File: src/rtl/counter_stream_checker_sat_counter.sv
// sat_counter: parameterised-width saturating incrementer with synchronous clear.
// Clear has priority over increment; the count sticks at all-ones.

module sat_counter #(
    parameter int WIDTH = 8
) (
    input  logic             clk,
    input  logic             rst,
    input  logic             clear,
    input  logic             inc,
    output logic [WIDTH-1:0] count
);

    logic [WIDTH-1:0] count_q;
    logic [WIDTH-1:0] count_d;

    always_comb begin
        count_d = count_q;
        if (clear) begin
            count_d = '0;
        end else if (inc && (count_q != '1)) begin
            count_d = count_q + WIDTH'(1);
        end
    end

    always_ff @(posedge clk) begin
        if (rst) begin
            count_q <= '0;
        end else begin
            count_q <= count_d;
        end
    end

    assign count = count_q;

endmodule

File: config.mk
export PLATFORM = sky130hd
export DESIGN_NAME = sat_counter
export DESIGN_NICKNAME = d
export VERILOG_FILES = /design/src/rtl/counter_stream_checker_sat_counter.sv
export SDC_FILE = /design/constraint.sdc
export NUM_CORES = 1
export LEC_CHECK = 0
export ABC_AREA = 0
export BUFFER_PORTS_ARGS = -buffer_cell sky130_fd_sc_hd__buf_4
export CORE_AREA = 4 4 41 43
export CTS_BUF_LIST = sky130_fd_sc_hd__clkbuf_16
export DETAILED_ROUTE_END_ITERATION = 8
export DIE_AREA = 0 0 45 47
export PLACE_DENSITY_LB_ADDON = 0.08
export SLEW_MARGIN = 40
export SYNTH_ARGS = -nofsm -noshare
export SYNTH_HDL_FRONTEND = slang
export SYNTH_SLANG_ARGS = --single-unit
File: constraint.sdc
create_clock -name clk -period 1.6 [get_ports clk]
set_clock_uncertainty 0.2 [all_clocks]
set_input_delay 0.32 -clock clk [delete_from_list [all_inputs] [get_ports clk]]
set_output_delay 0.32 -clock clk [all_outputs]
set_load 0.02 [all_outputs]
[After elaboration in Yosys (flattened, before gate mapping)]
Index checks and enable logic that the tools add are counted.
Operators by class
  add/sub/neg operators: 1
  equality and inequality tests: 1
  reductions and logical operators: 2
Operators by type and width (count)
  $add A8 B1 Y8 const B: 1
  $ne A8 B8 Y1 const B: 1
  $reduce_or A2 Y1: 1
  $logic_and A1 B1 Y1: 1
Word-level totals
  flip-flop bits (word level): 8
  input port bits: 4
  output and inout bits: 8
  logic and storage cells: 5

[Longest topological paths before layout]
  word-level depth: 2
  depth in mapped cells: 4
  depth with buffers taken out: 4

[Worst setup path after synthesis]
No wires, ideal clock.
  kind: flip-flop to flip-flop
  start: register count_q[0], in the netlist count[0]
  end: register count_q[6], in the netlist count[6]
  library setup time: 0.115 ns
  data arrival time: 1.386 ns
  data required time: 1.285 ns
  path slack: -0.102 ns
  cell stages (with the launch flop): 5
  buffers on the path: 0
  period minus slack after synthesis: 1.702 ns
  cells stage by stage: dfxtp_1 ha_1 nand3_1 or4_1 and3_1
Between the ends
  word-level cells in the longest chain between the ends: 2
  elaborated cells on any way between the ends: 3
  classes of those cells: add/sub: 1; eq/ne: 1; reduce/logical: 1
RTL lines
  start, declared: RTL line 14  | logic [WIDTH-1:0] count_q;
  start signal, assigned: RTL line 30  | count_q <= count_d;
  branches (longest 2 deep; another with $add A8 B1 Y8)
Several ways; the timed one is not identified.
A chain may end at the register's enable or synchronous reset.

[Worst setup path after layout]
Same ends and word-level chain as after synthesis.

==> results.sh <==
export IMPL_synthesis_instances=47
export IMPL_grt_antenna_before_repair=0
export IMPL_cts_tree="yes"
export IMPL_die_area_mm2=0.00212
export IMPL_holdWs_ns=0.0986
export IMPL_final_antenna_net_count=0
export IMPL_ir_worst_vdd_v=0.000984
export IMPL_ys_types=21
export IMPL_rr_worst_depth=4
export IMPL_first_iter_violations=2
export IMPL_synth_edf_count=0
export IMPL_worstMarginPinSlew_ns=0.432
export IMPL_dp_hpwl_um=759
export IMPL_r2r_end="count[6]"
export IMPL_wire_per_inst_um=12.8
export IMPL_worstReg2RegStart="count[0]"
export IMPL_grt_pass1_wl_mm=1.65
export IMPL_status="completed"
export IMPL_drv_cap=0
export IMPL_async_reset_ff_share_pct=0
export IMPL_reg2reg_slack_ns=0.07
export IMPL_worst_ep_required_time_ns=1.52
export IMPL_cts_buffer_depth=2
export IMPL_hold_viol=0
export IMPL_overflow=0
export IMPL_powerDensity_mw_per_mm2=1030
export IMPL_cts_sinks=8
export IMPL_port_buffers=11
export IMPL_cts_hold_buf=0
export IMPL_grt_max_degree=8
export IMPL_wl_um=984
export IMPL_yosysSeqAreaShare_pct=36.8
export IMPL_slowest_stage="or4_1"
export IMPL_area_growth_pct=45.7
export IMPL_core_area_mm2=0.00130
export IMPL_largest_reg_flops=8
export IMPL_finalSetupViolCount=0
export IMPL_syn_avg_cell_area_um2=9.26
export IMPL_rows=13
export IMPL_layout_drive_gt1_share_pct=33.9
export IMPL_cts_resized=0
export IMPL_critPathMaxStageDelay_ns=0.40
export IMPL_stdcell_area_um2=634
export IMPL_placedCellCount=74
export IMPL_root_buffer="clkbuf_16"
export IMPL_synthesis_nets=52
export IMPL_holdCritStartpoint="clear"
export IMPL_setup_worst_path_end_class="flip-flop"
export IMPL_synth_area_um2=435
export IMPL_path_class="flip-flop to flip-flop"
export IMPL_crit_chain="ha_4, nand3_1, or4_1, and3_1"
export IMPL_slew_violations=0
export IMPL_ys_ff_latch=8
export IMPL_die_x_um=45
export IMPL_antennaDiodeCount=0
export IMPL_dr_pass1_iters=2
export IMPL_htree_levels=1
export IMPL_hold_path_end="count[5]"
export IMPL_clock_latency_ns=0.23
export IMPL_holdPathStages=2
export IMPL_post_cts_setup_buffer_count=0
export IMPL_io_pins=12
export IMPL_crit_fanout=5
export IMPL_instances_no_fill=77
export IMPL_final_nets=69
export IMPL_synth_largest_area_cell="dfxtp_1"
export IMPL_dr_total_vias=391
export IMPL_fin_crit_sh_pct=95.6
export IMPL_arrival_ns=1.45
export IMPL_place_gp_congestion=0.680
export IMPL_grt_pass1_vias=372
export IMPL_start_util_pct=33.5
export IMPL_cp_start_kind="flip-flop"
export IMPL_relSlewSlack_pct=71.1
export IMPL_worst_path_dominant_cell_family="simple AND/OR/NAND/NOR gates"
export IMPL_gr_usage_all_layers_pct=11.2
export IMPL_synth_ff_type="dfxtp_1"
export IMPL_cp_num_buf_inv=0
export IMPL_yosysWarnings=0
export IMPL_fmax_ghz=0.654
export IMPL_die_h_um=47
export IMPL_synth_area_leaders="dfxtp_1, mux2i_1, a2111oi_4"
export IMPL_cts_made_buffers=3
export IMPL_post_route_min_period_ns=1.53
export IMPL_postPlaceCellArea_um2=549
export IMPL_synth_top_area_share_pct=36.8
export IMPL_clkTransAtPathRegs_ns=0.04
export IMPL_rsz0062_at_grt="true"
export IMPL_drc_errors=0
export IMPL_vias_per_cell=5.08
export IMPL_leakage_nw=0.260
export IMPL_min_path_type="input port to flip-flop"
[cells by family after synthesis]
family	share of synthesized area (%)
AOI/OAI and AO/OA	19.5
adders and majority gates	2.87
buffers and inverters	2.59
DFF	36.8
muxes	9.20
and+or+nand+nor	29.0
[area by class of cell]
type	instances	area (um2)
fillers	138	667
multi-input cells	37	277
flip-flops and latches	8	163
repair buffers	13	97.6
clock buffers	3	75.1
well taps	15	18.8
inverters	1	3.75
[where the power goes]
part	internal (mW)	leakage (nW)	switching [mW]	total, mW
clock network	0.322	0.0370	0.0968	0.419
registers	0.203	0.0655	0.00262	0.205
logic	0.0129	0.158	0.0151	0.0280
[metrics by stage]
| step | total power, mW | utilization (%) | worst slack, ns | TNS, ns |
|---|---|---|---|---|
| detailed placement | 0.236 | 42.2 | 0.0327 | 0 |
| CTS | 0.663 | 48.0 | 0.0193 | 0 |
| global route | 0.678 | 48.8 | -0.00417 | -0.00417 |
| finish | 0.652 | 48.8 | 0.0698 | 0 |
| floorplan | 0.219 | - | 0.0113 | 0 |
| global placement | 0.236 | 42.2 | 0.0652 | 0 |
[how the worst max path moves through the flow]
| stage | from | to | slack (ns) | cells past startpoint |
|---|---|---|---|---|
| 6_report | count[0] | count[6] | 0.07 | 4 |
| 5_1_grt | count[0] | count[6] | -0.004 | 4 |
| 3_3_place_gp | count[0] | count[6] | 0.07 | 4 |
| 4_1_cts | count[0] | count[6] | 0.02 | 4 |
| 2_1_floorplan | count[0] | count[6] | 0.01 | 4 |
| 3_5_place_dp | count[0] | count[6] | 0.03 | 4 |
[cells in the final DEF, fill, tap and decap left out, types with 2 or more instances in the layout]
cell type,synthesis,routed
dfxtp_1,8,6
a21oi_1,4,4
nand4_1,2,2
and3_1,3,3
and4_1,2,2
buf_4,1,13
clkbuf_16,0,3
nand2_1,6,6
dfxtp_2,0,2
mux2i_1,4,4
nand3_1,2,2
a21boi_1,2,2
or3_1,3,3
[layer usage]
layer	routed length, um	part of all wire [%]	GRT usage (%)	vias up
li1	-	-	-	212
met1	473	48	13.4	171
met2	462	47	17.5	8
met3	47	4.8	5.75	0
met4	0	0	3.51	0
met5	0	0	0	-
[Yosys cell counts, drive strengths merged, types with 2 or more instances]
cell type and count:
and4 2, a21oi 4, nand2 6, mux2i 4, a21boi 3, nand4 2, and3 3, or3 3
nand3 2, dfxtp 8
(Power assumes the default switching activity.)
